## src/rtl/tile_match_ctrl.sv

```systemverilog
// Pair-matching game controller for the six-tile image display: accepts tile
// selections, tracks face-up / matched masks and holds mismatches for a number of frames.
module tile_match_ctrl #(
   parameter logic [17:0] PAIR_ID     = 18'o210210,
   parameter int unsigned HOLD_FRAMES = 60
) (
   input  logic       clk,
   input  logic       rst,
   input  logic       vblnk,
   input  logic       start,
   input  logic       sel_valid,
   input  logic [2:0] sel_tile,
   output logic       sel_ack,
   output logic       sel_err,
   output logic [5:0] reveal_mask,
   output logic [5:0] matched_mask,
   output logic [7:0] move_count,
   output logic       busy,
   output logic       game_done
);

   typedef enum logic [2:0] {
      S_IDLE, S_WAIT1, S_WAIT2, S_CHECK, S_SHOW, S_DONE
   } state_t;

   localparam logic [7:0] HOLD_LAST = 8'(HOLD_FRAMES - 1);

   state_t     state, state_n;
   logic       start_q, sel_valid_q, vblnk_q, vblnk_rise_q;
   logic [2:0] sel_tile_q, first_idx, second_idx, first_idx_n, second_idx_n;
   logic [7:0] frame_cnt, frame_cnt_n, move_count_n;
   logic [5:0] reveal_n, matched_n;
   logic       ack_n, err_n, legal;

   function automatic logic [2:0] pair_of(input logic [2:0] t);
      case (t)
         3'd0:    return PAIR_ID[2:0];
         3'd1:    return PAIR_ID[5:3];
         3'd2:    return PAIR_ID[8:6];
         3'd3:    return PAIR_ID[11:9];
         3'd4:    return PAIR_ID[14:12];
         3'd5:    return PAIR_ID[17:15];
         default: return 3'd0;
      endcase
   endfunction

   assign legal = (sel_tile_q < 3'd6) && !matched_mask[sel_tile_q] && !reveal_mask[sel_tile_q];

   // Inputs and the vblnk edge are registered first, so every decision below
   // acts one cycle after the strobe is sampled.
   always_ff @(posedge clk) begin
      if (rst) begin
         start_q      <= 1'b0;
         sel_valid_q  <= 1'b0;
         sel_tile_q   <= 3'd0;
         vblnk_q      <= 1'b0;
         vblnk_rise_q <= 1'b0;
      end else begin
         start_q      <= start;
         sel_valid_q  <= sel_valid;
         sel_tile_q   <= sel_tile;
         vblnk_q      <= vblnk;
         vblnk_rise_q <= vblnk & ~vblnk_q;
      end
   end

   // NOTE: every state element updates with <= so all registers see the
   // pre-edge values of each other, regardless of statement order.
   always_ff @(posedge clk) begin
      if (rst) begin
         state        <= S_IDLE;
         first_idx    <= 3'd0;
         second_idx   <= 3'd0;
         frame_cnt    <= 8'd0;
         reveal_mask  <= 6'd0;
         matched_mask <= 6'd0;
         move_count   <= 8'd0;
         sel_ack      <= 1'b0;
         sel_err      <= 1'b0;
         busy         <= 1'b0;
         game_done    <= 1'b0;
      end else begin
         state        <= state_n;
         first_idx    <= first_idx_n;
         second_idx   <= second_idx_n;
         frame_cnt    <= frame_cnt_n;
         reveal_mask  <= reveal_n;
         matched_mask <= matched_n;
         move_count   <= move_count_n;
         sel_ack      <= ack_n;
         sel_err      <= err_n;
         busy         <= (state_n == S_CHECK) || (state_n == S_SHOW);
         game_done    <= (state_n == S_DONE);
      end
   end

   // NOTE: every output of this block gets a default before any branch, so no
   // path leaves a variable unassigned and no latch is inferred.
   always_comb begin
      state_n      = state;
      first_idx_n  = first_idx;
      second_idx_n = second_idx;
      frame_cnt_n  = frame_cnt;
      reveal_n     = reveal_mask;
      matched_n    = matched_mask;
      move_count_n = move_count;
      ack_n        = 1'b0;
      err_n        = 1'b0;

      if (start_q) begin
         state_n      = S_WAIT1;
         first_idx_n  = 3'd0;
         second_idx_n = 3'd0;
         frame_cnt_n  = 8'd0;
         reveal_n     = 6'd0;
         matched_n    = 6'd0;
         move_count_n = 8'd0;
      end else begin
         if (sel_valid_q) begin
            if ((state == S_WAIT1 || state == S_WAIT2) && legal) begin
               ack_n    = 1'b1;
               reveal_n = reveal_mask | (6'b000001 << sel_tile_q);
               if (state == S_WAIT1) begin
                  first_idx_n = sel_tile_q;
                  state_n     = S_WAIT2;
               end else begin
                  second_idx_n = sel_tile_q;
                  state_n      = S_CHECK;
               end
            end else begin
               err_n = 1'b1;
            end
         end

         case (state)
            S_CHECK: begin
               if (move_count != 8'hFF) move_count_n = move_count + 8'd1;
               if (pair_of(first_idx) == pair_of(second_idx)) begin
                  matched_n = matched_mask | (6'b000001 << first_idx) | (6'b000001 << second_idx);
                  state_n   = (matched_n == 6'b111111) ? S_DONE : S_WAIT1;
               end else begin
                  frame_cnt_n = 8'd0;
                  state_n     = S_SHOW;
               end
            end
            S_SHOW: begin
               if (vblnk_rise_q) begin
                  if (frame_cnt == HOLD_LAST) begin
                     reveal_n    = reveal_mask & ~((6'b000001 << first_idx) | (6'b000001 << second_idx));
                     frame_cnt_n = 8'd0;
                     state_n     = S_WAIT1;
                  end else begin
                     frame_cnt_n = frame_cnt + 8'd1;
                  end
               end
            end
            default: ;
         endcase
      end
   end

endmodule
```

## config.mk

```make
export PLATFORM = sky130hd
export DESIGN_NAME = tile_match_ctrl
export DESIGN_NICKNAME = d
export VERILOG_FILES = /design/src/rtl/tile_match_ctrl.sv
export SDC_FILE = /design/constraint.sdc
export NUM_CORES = 1
export LEC_CHECK = 0
export CAP_MARGIN = 20
export CORE_MARGIN = 2
export CORE_UTILIZATION = 48
export CTS_CLUSTER_DIAMETER = 150
export CTS_CLUSTER_SIZE = 12
export DETAILED_ROUTE_END_ITERATION = 8
export GPL_TIMING_DRIVEN = 0
export PLACE_DENSITY_LB_ADDON = 0.1
export SLEW_MARGIN = 20
export SYNTH_ARGS = -nofsm -noshare
export SYNTH_HDL_FRONTEND = slang
export SYNTH_SLANG_ARGS = --single-unit
```

## constraint.sdc

```tcl
create_clock -name clk -period 2.45 [get_ports clk]
set_clock_uncertainty 0.05 [all_clocks]
set_input_delay 0.49 -clock clk [delete_from_list [all_inputs] [get_ports clk]]
set_output_delay 0.49 -clock clk [all_outputs]
set_load 0.05 [all_outputs]
```

==> results.toml, run 1 <==
[run_status]
status = "finished, final reports clean"

[timing]
worstMarginPinSlew_ns = 0.5285
finalMaxSlewViolations = 0
worst_slack_ns = 0.1044
setup_viol = 0
setup-tns-final_ns = 0
slew_headroom_pct = 64.55
fin_crit_ns = 2.346
period_share_pct = 95.74
clock.fmax_ghz = 0.4263
rsz0062_at_grt = "false"
hold_viol = 0

[layout]
num_antenna_cells = 0
final_common_cell = "dfxtp_1"
multi_input_area_um2 = 1335
fin_util_pct = 61.95
register_area_um2 = 960.9
drive_gt1_share_pct = 9.748
fin_area_um2 = 2945
layout_common_cells = "48 x dfxtp_1, 32 x nor2_1, 31 x clkdlybuf4s50_1"
area.growth.synth_to_final_pct = 23.76
layout.cells.non_filler = 385
fin_nets = 327
fillers = 446

[critical_path]
cp-start-kind = "register"
crit_arrival_ns = 2.46
reg2regPathDepth = 8
worstPathMaxFanout = 10
critical_path_class = "reg -> reg"
required_ns = 2.56
r2r_slack_ns = 0.10
reg2reg_from = "first_idx[0]$_SDFFE_PP0P_"
cp-end-kind = "register"
reg2reg_to = "frame_cnt[0]$_SDFFE_PP0P_"

[min_path]
hp-class = "reg -> reg"
holdPathEnd = "vblnk_rise_q$_SDFF_PP0_"
min-delay-start = "vblnk_q$_SDFF_PP0_"
worstHoldPathCells = 1

[global_routing]
grt_usage_pct = 21.22
grt_max_degree = 15
overflow = 0
antenna_found_initial = 0
grt_pass1_vias = 1896
grt_pass1_wl_um = 9177

[logic_synthesis]
synth-seq-cells = 48
yosysTopAreaCell = "dfxtp_1"
avgSynthCellArea_um2 = 8.560
synth_area_leaders = "dfxtp_1 40%, a21oi_1 5.3%, nor2_1 5.2%"
synth_top_flop_cell = "dfxtp_1"
synthArstFlopShare_pct = 0
netlist_instances = 278
synth-edff-count = 0
syn_area_um2 = 2380
synthDistinctLibCells = 56
syn_nets = 288
synth-seq-area-share_pct = 40.38
synth.top_cell.area_share_pct = 40.38
yosys_warnings = 0

[routing]
drc_errors = 0
drtIter0Drc = 148
wl_um = 5597
wl_per_cell_um = 14.54
ant_nets = 0
drt-vias-per-instance = 5.608
vias = 2159
drtPass1Iterations = 5

[floorplan]
die_w_um = 74.41
dieHeight_um = 74.41
core_um2 = 4755
rows = 25
ios = 32
start_util_pct = 50.05
die_area_um2 = 5537

[cts]
insertion_delay_ns = 0.29
holdBufCountCts = 0
clock_sinks = 48
clockBufferDepth = 2
numCtsBuffers = 5
cts-root-buf = "clkbuf_8"
cts_max_level = 2
cts_tree = "yes"
cts.clk_slew.worst_paths_ns = 0.09

[pwr]
peakVddDrop_mv = 0.3866
leakage_nw = 0.9994
p_per_area_nw_per_um2 = 493.9

[placed_design]
dpl.cell_count = 376
post_dp_cell_area_um2 = 2774
gp_congestion = 0.8510
io_buffers = 31
place_ws_ns = -0.1861
place_hpwl_um = 4066

[flow_run]
drv_cap = 0
[timing repair]
item | CTS | global route
gates resized for setup | 1 | 21
hold endpoints to repair | 0 | 0
setup endpoints to repair | 10 | 15
pin swaps | 0 | 3
buffers inserted | 0 | 1
gates cloned | 0 | 0
[power by group]
| group | leakage (nW) | internal (mW) | switching (mW) |
|---|---|---|---|
| Sequential | 0.389 | 0.790 | 0.0111 |
| Combinational | 0.555 | 0.0413 | 0.0563 |
| Clock | 0.0552 | 0.303 | 0.253 |
| Total | 0.999 | 1.13 | 0.321 |
[state kept, by name, indices dropped and copies added, names as in the netlist, 3 cells and up]
register / flops
frame_cnt: 8
move_count: 8
matched_mask: 6
reveal_mask: 6
first_idx: 3
second_idx: 3
sel_tile_q: 3
state: 3
[layout make-up]
cell class | count | area share (%)
Inverter | 12 | 1.529
Tap cell | 67 | 2.846
Buffer | 16 | 3.229
Clock buffer | 6 | 2.464
Timing Repair Buffer | 32 | 10.79
Multi-Input combinational cell | 202 | 45.33
Sequential cell | 48 | 32.63
Clock inverter | 2 | 1.189
[synth_stat cells (all sizes together) (2+ instances only)]
cell / count
dfxtp: 48
nand4: 6
and3: 4
a21oi: 25
mux2i: 7
o2bb2ai: 2
nor3b: 2
nand3b: 5
and2: 3
nor2b: 9
nand2: 10
o22ai: 2
nor2: 33
inv: 12
ha: 2
or4bb: 2
clkbuf: 10
or4: 2
xnor2: 3
o41ai: 2
a311oi: 2
nand3: 9
or3: 5
nand2b: 3
o21a: 3
buf: 6
a31oi: 2
or4b: 2
o31ai: 7
nor4b: 2
a221o: 2
nand4b: 3
a211o: 2
o21ai: 14
a22oi: 2
or3b: 4
xor2: 5
[worst max path at each step]
stage	start	end	cells past startpoint
finish	first_idx[0]$_SDFFE_PP0P_	frame_cnt[0]$_SDFFE_PP0P_	8
global route	second_idx[0]$_SDFFE_PP0P_	frame_cnt[5]$_SDFFE_PP0P_	8
floorplan	matched_mask[1]$_SDFFE_PP0P_	reveal_mask[2]$_SDFF_PP0_	6
CTS	first_idx[1]$_SDFFE_PP0P_	busy$_SDFF_PP0_	9
global placement	first_idx[1]$_SDFFE_PP0P_	busy$_SDFF_PP0_	9
detailed placement	first_idx[1]$_SDFFE_PP0P_	busy$_SDFF_PP0_	9
[critical path: stages (launching register included)]
cell	delay (ns)
dfxtp_1	0.30
buf_4	0.15
or3b_2	0.49
a21oi_1	0.19
o31ai_2	0.11
and3_1	0.19
buf_6	0.13
o31ai_2	0.50
nor2_1	0.09
[cells by family after synthesis]
logic type                 synth area share, %
AOI/OAI and AO/OA                        21.35
buffers and inverters                    5.258
muxes                                    2.944
DFF                                      40.38
xor gates and xnor gates                 2.944
adders and majority gates                1.051
and+or+nand+nor                          26.08
[through the flow]
stage	total power, mW	hold WS, ns
2_1_floorplan	0.8791	0.3174
3_3_place_gp	0.9101	0.3197
3_5_place_dp	0.9116	0.3452
4_1_cts	1.461	0.3579
5_1_grt	1.508	0.3863
6_report	1.455	0.3556
[layer usage]
| layer | up-vias | wire, um | GRT usage [%] |
|---|---|---|---|
| li1 | 1100 | - | - |
| met1 | 1006 | 2768 | 31.64 |
| met2 | 45 | 2489 | 31.07 |
| met3 | 8 | 235 | 4.336 |
| met4 | 0 | 102 | 5.754 |
| met5 | - | 0 | 0 |
No activity file was read; power rests on OpenSTA's default activity.
==> run 2, diff against run 1 <==
--- a/config.mk
+++ b/config.mk
@@ -12,7 +12,7 @@
 export CTS_CLUSTER_SIZE = 12
 export DETAILED_ROUTE_END_ITERATION = 8
 export GPL_TIMING_DRIVEN = 0
-export PLACE_DENSITY_LB_ADDON = 0.1
+export PLACE_DENSITY = 0.71
 export SLEW_MARGIN = 20
 export SYNTH_ARGS = -nofsm -noshare
 export SYNTH_HDL_FRONTEND = slang
==> run 2 against run 1 <==
Wire length grew 1.9%. Sequential share of layout area shrank 0.069 points. Register-to-register slack is essentially flat. Sequential power is essentially flat. Via count grew 2.7%. Largest cell class unchanged. Die area is the same. Fmax shrank 0.57%. Critical endpoint is now frame_cnt[4]$_SDFFE_PP0P_. Hold slack lost 0.018 ns.
==> results.toml, run 2 (synthesis gave the netlist of run 1 again) <==
[run_status]
status = "finished, final reports clean"

[cts]
insertion_delay_ns = 0.31
clock_sinks = 48
clockBufferDepth = 2
cts_max_level = 2
numCtsBuffers = 5
holdBufCountCts = 0
cts_tree = "yes"
cts-root-buf = "clkbuf_8"
cts.clk_slew.worst_paths_ns = 0.09

[timing]
worst_slack_ns = 0.09107
slew_headroom_pct = 63.44
finalMaxSlewViolations = 0
period_share_pct = 96.28
setup-tns-final_ns = 0
fin_crit_ns = 2.359
hold_viol = 0
clock.fmax_ghz = 0.4239
setup_viol = 0
worstMarginPinSlew_ns = 0.5483
rsz0062_at_grt = "true"

[floorplan]
die_area_um2 = 5537
rows = 25
ios = 32
dieHeight_um = 74.41
start_util_pct = 50.05
core_um2 = 4755
die_w_um = 74.41

[layout]
top_regs = "frame_cnt: 8 flops, move_count: 8 flops"
fin_util_pct = 62.08
drive_gt1_share_pct = 9.404
layout_common_cells = "48 x dfxtp_1, 32 x nor2_1, 31 x clkdlybuf4s50_1"
final_common_cell = "dfxtp_1"
num_antenna_cells = 0
fin_area_um2 = 2952
area.growth.synth_to_final_pct = 24.03
fin_nets = 328
fillers = 454

[critical_path]
critPathMaxStageDelay_ns = 0.50
reg2reg_to = "frame_cnt[4]$_SDFFE_PP0P_"
worstPathMaxFanout = 10
worstPathCellList = "clkbuf_4 -> or3b_2 -> a21oi_1 -> o31ai_1 -> and3_1 -> buf_6 -> or4_1 -> a21oi_1"
required_ns = 2.64
critPathTopFamily = "simple AND/OR/NAND/NOR gates"
critical_path_class = "reg -> reg"
critPathMostFrequentCell = "a21oi_1"
crit_start = "first_idx[0]$_SDFFE_PP0P_"
reg2regPathDepth = 8
crit_arrival_ns = 2.55
cp_slowest_cell = "or3b_2"
cp-end-kind = "register"
timing.critical_path.buf_inv = 2
r2r_slack_ns = 0.09
reg2reg_from = "first_idx[0]$_SDFFE_PP0P_"
cp-start-kind = "register"

[pwr]
clkPwrFrac_pct = 38.7
seq_power_share_pct = 54.6
total_power_mw = 1.468
p_comb_share_pct = 6.7
swShare_pct = 22.71
peakVddDrop_mv = 0.3596
leakage_nw = 1.014
p_per_area_nw_per_um2 = 497.3
netSwitchingPower_mw = 0.3333
p_int_mw = 1.135

[routing]
drc_errors = 0
drtPass1Iterations = 4
wl_per_cell_um = 14.78
vias = 2218
drt-vias-per-instance = 5.746
wl_um = 5705
drtIter0Drc = 172
ant_nets = 0

[min_path]
min-delay-start = "vblnk_q$_SDFF_PP0_"
hp-class = "reg -> reg"
holdPathEnd = "vblnk_rise_q$_SDFF_PP0_"
worstHoldPathCells = 1

[global_routing]
grt_max_degree = 15
grt_pass1_vias = 1965
antenna_found_initial = 0
grt_pass1_wl_um = 9280
overflow = 0
grt_usage_pct = 21.87

[placed_design]
place_hpwl_um = 4108
gp_congestion = 0.8026
post_dp_cell_area_um2 = 2774
io_buffers = 31
place_ws_ns = -0.1914

[flow_run]
drv_cap = 0
## run 2: metrics by stage
step	hold WS, ns	std cells
floorplan	0.3174	278
global route	0.3617	386
detailed placement	0.3282	376
global placement	0.3217	376
CTS	0.3407	384
finish	0.3373	386
## run 2: worst max-delay path by stage
| stage | endpoint | depth (start not counted) |
|---|---|---|
| 2_1_floorplan | reveal_mask[2]$_SDFF_PP0_ | 6 |
| 3_3_place_gp | busy$_SDFF_PP0_ | 9 |
| 3_5_place_dp | busy$_SDFF_PP0_ | 9 |
| 4_1_cts | busy$_SDFF_PP0_ | 9 |
| 5_1_grt | frame_cnt[4]$_SDFFE_PP0P_ | 8 |
| 6_report | frame_cnt[4]$_SDFFE_PP0P_ | 8 |
## run 2: power by group through the flow
stage	logic (mW)	registers (mW)	clock network, mW
global route	0.108	0.803	0.607
finish	0.0987	0.801	0.568
CTS	0.0941	0.801	0.578
detailed placement	0.0937	0.819	0
global placement	0.0920	0.819	0
floorplan	0.0572	0.822	0
## run 2: worst register-to-register path, cell delays in order (launching register included)
cell	delay, ns
dfxtp_1	0.30
clkbuf_4	0.17
or3b_2	0.50
a21oi_1	0.15
o31ai_1	0.11
and3_1	0.23
buf_6	0.14
or4_1	0.50
a21oi_1	0.15
## run 2: area by class of cell
type | count | area, um2 | share of cell area (%)
Buffer | 16 | 91.34 | 3.095
Multi-Input combinational cell | 202 | 1338 | 45.32
Inverter | 12 | 45.04 | 1.526
Tap cell | 67 | 83.83 | 2.840
Sequential cell | 48 | 960.9 | 32.56
Timing Repair Buffer | 33 | 325.3 | 11.02
Clock buffer | 6 | 72.57 | 2.459
Clock inverter | 2 | 35.03 | 1.187
## run 2: layer usage
metal,track usage [%],vias to the layer above,part of all wire (%)
met5,0,-,0
met4,7.341,0,1.6
met3,4.472,10,4.6
met2,33.92,60,47
met1,30.46,1058,47
li1,-,1090,-
## run 2: timing repair
item,in CTS,in global routing
setup endpoints to repair,10,15
gates resized for setup,1,18
buffers inserted,0,2
cloned,0,0
pin swaps,0,4
==> run 3, diff against run 2 <==
--- a/config.mk
+++ b/config.mk
@@ -11,7 +11,6 @@
 export CTS_CLUSTER_DIAMETER = 150
 export CTS_CLUSTER_SIZE = 12
 export DETAILED_ROUTE_END_ITERATION = 8
-export GPL_TIMING_DRIVEN = 0
 export PLACE_DENSITY = 0.71
 export SLEW_MARGIN = 20
 export SYNTH_ARGS = -nofsm -noshare
==> run 3 against run 2 <==
Non-clock buffer count decreased by 3. Critical path depth is 1 lower. Register-to-register slack improved by 0.08 ns. Worst setup slack gained 0.077 ns. Final cell count down 0.78%. Fmax is 3.4% higher. Global-route usage rose by 0.89 points.
==> results.toml, run 3 (synthesis gave the netlist of run 1 again) <==
[critical_path]
worstPathMaxFanout = 6
reg2reg_to = "busy$_SDFF_PP0_"
critPathMaxStageDelay_ns = 0.41
cp-start-kind = "register"
r2r_slack_ns = 0.17
critPathMostFrequentCell = "mux2i_1"
reg2reg_from = "frame_cnt[0]$_SDFFE_PP0P_"
required_ns = 2.62
reg2regPathDepth = 7
crit_arrival_ns = 2.46
cp-end-kind = "register"
cp_slowest_cell = "dfxtp_1"
critical_path_class = "reg -> reg"
worstPathCellList = "ha_1 -> nor4b_1 -> nand4_1 -> or3b_2 -> mux2i_1 -> a211o_1 -> mux2i_1"

[timing]
setup_viol = 0
fin_crit_ns = 2.282
finalMaxSlewViolations = 0
slew_headroom_pct = 66.47
rsz0062_at_grt = "false"
period_share_pct = 93.13
hold_viol = 0
worstMarginPinSlew_ns = 0.5013
clock.fmax_ghz = 0.4383

[layout]
top_regs = "frame_cnt: 8 flops, move_count: 8 flops"
layout_common_cells = "44 x dfxtp_1, 33 x nor2_1, 31 x clkdlybuf4s50_1"
final_common_cell = "dfxtp_1"
multi_input_area_um2 = 1299
num_antenna_cells = 0
fillers = 440
fin_nets = 325
drive_gt1_share_pct = 10.76
register_area_um2 = 965.9
area.growth.synth_to_final_pct = 22.87
fin_util_pct = 61.50

[global_routing]
grt_usage_pct = 22.76
antenna_found_initial = 0
grt_pass1_wl_um = 9673
grt_pass1_vias = 2028
overflow = 0
grt_max_degree = 26

[pwr]
peakVddDrop_mv = 0.3823
p_per_area_nw_per_um2 = 500.5
total_power_mw = 1.463
leakage_nw = 1.017

[routing]
wl_um = 5775
ant_nets = 0
drtPass1Iterations = 4
drtIter0Drc = 171
drc_errors = 0
vias = 2202
drt-vias-per-instance = 5.749
wl_per_cell_um = 15.08

[floorplan]
core_um2 = 4755
dieHeight_um = 74.41
die_w_um = 74.41
die_area_um2 = 5537
rows = 25
ios = 32
start_util_pct = 50.05

[min_path]
worstHoldPathCells = 1
min-delay-start = "vblnk_q$_SDFF_PP0_"
hp-class = "reg -> reg"
holdPathEnd = "vblnk_rise_q$_SDFF_PP0_"

[cts]
cts-root-buf = "clkbuf_8"
cts_max_level = 2
insertion_delay_ns = 0.30
cts_tree = "yes"
clockBufferDepth = 2
clock_sinks = 48
numCtsBuffers = 5
cts.clk_slew.worst_paths_ns = 0.09

[placed_design]
gp_congestion = 0.9202
place_hpwl_um = 4262
io_buffers = 31

[flow_run]
drv_cap = 0

[run_status]
status = "finished, final reports clean"
run 3: changes by cell type in the layout (fill, tap and decap cells not counted), sizes merged:
cell | previous run | this run
buf | 7 | 15
clkbuf | 17 | 6
run 3: per-stage QoR:
stage / hold slack (ns) / cell area (um2) / instances / worst slack (ns) / setup TNS, ns
detailed placement: 0.3211 / 2806 / 375 / -0.009396 / -0.009396
floorplan: 0.3174 / 2380 / 278 / 0.1364 / 0
global placement: 0.3204 / 2806 / 375 / 0.07766 / 0
global route: 0.3752 / 2924 / 383 / 0.01341 / 0
CTS: 0.3334 / 2918 / 383 / 0.02349 / 0
finish: 0.3332 / 2924 / 383 / 0.1684 / 0
run 3: final cells by class:
cell class | instances | share of cell area, %
repair buffers | 46 | 14.46
flip-flops and latches | 48 | 33.03
clock inverters | 2 | 1.198
clock buffers | 6 | 2.482
well taps | 67 | 2.867
multi-input cells | 202 | 44.42
inverters | 12 | 1.540
run 3: worst max-delay path, delay by kind of cell, from the launching register on:
family | cells | cell delay, ns
flip-flops | 1 | 0.41
multiplexers | 2 | 0.24
AND/OR/NAND/NOR | 3 | 0.95
adder cells (fa/ha/maj) | 1 | 0.25
AO/OA/AOI/OAI | 1 | 0.31
run 3: how the worst max path moves through the flow:
stage | depth (start not counted) | start | endpoint | slack [ns]
after floorplan | 6 | matched_mask[1]$_SDFFE_PP0P_ | reveal_mask[2]$_SDFF_PP0_ | 0.14
after global placement | 6 | first_idx[0]$_SDFFE_PP0P_ | frame_cnt[4]$_SDFFE_PP0P_ | 0.08
after detailed placement | 6 | first_idx[1]$_SDFFE_PP0P_ | frame_cnt[4]$_SDFFE_PP0P_ | -0.009
after CTS | 6 | second_idx[1]$_SDFFE_PP0P_ | frame_cnt[4]$_SDFFE_PP0P_ | 0.02
after global routing | 7 | frame_cnt[0]$_SDFFE_PP0P_ | busy$_SDFF_PP0_ | 0.01
final | 7 | frame_cnt[0]$_SDFFE_PP0P_ | busy$_SDFF_PP0_ | 0.17
run 3: timing repair:
item | in CTS | in global routing
endpoints found under the setup margin | 3 | 6
gates resized for setup | 3 | 3
setup buffers | 0 | 0
hold buffers | 0 | 0
run 3: power breakdown:
part           internal, mW  switching [mW]
Combinational        0.0448          0.0534
Sequential            0.790          0.0128
Clock                 0.303           0.260
run 3: metal layers:
metal | GRT usage [%] | vias to the layer above | share of wire [%]
li1 | - | 1091 | -
met1 | 31.29 | 1043 | 47
met2 | 35.79 | 61 | 47
met3 | 3.523 | 7 | 3.9
met4 | 9.325 | 0 | 1.4
met5 | 0 | - | 0
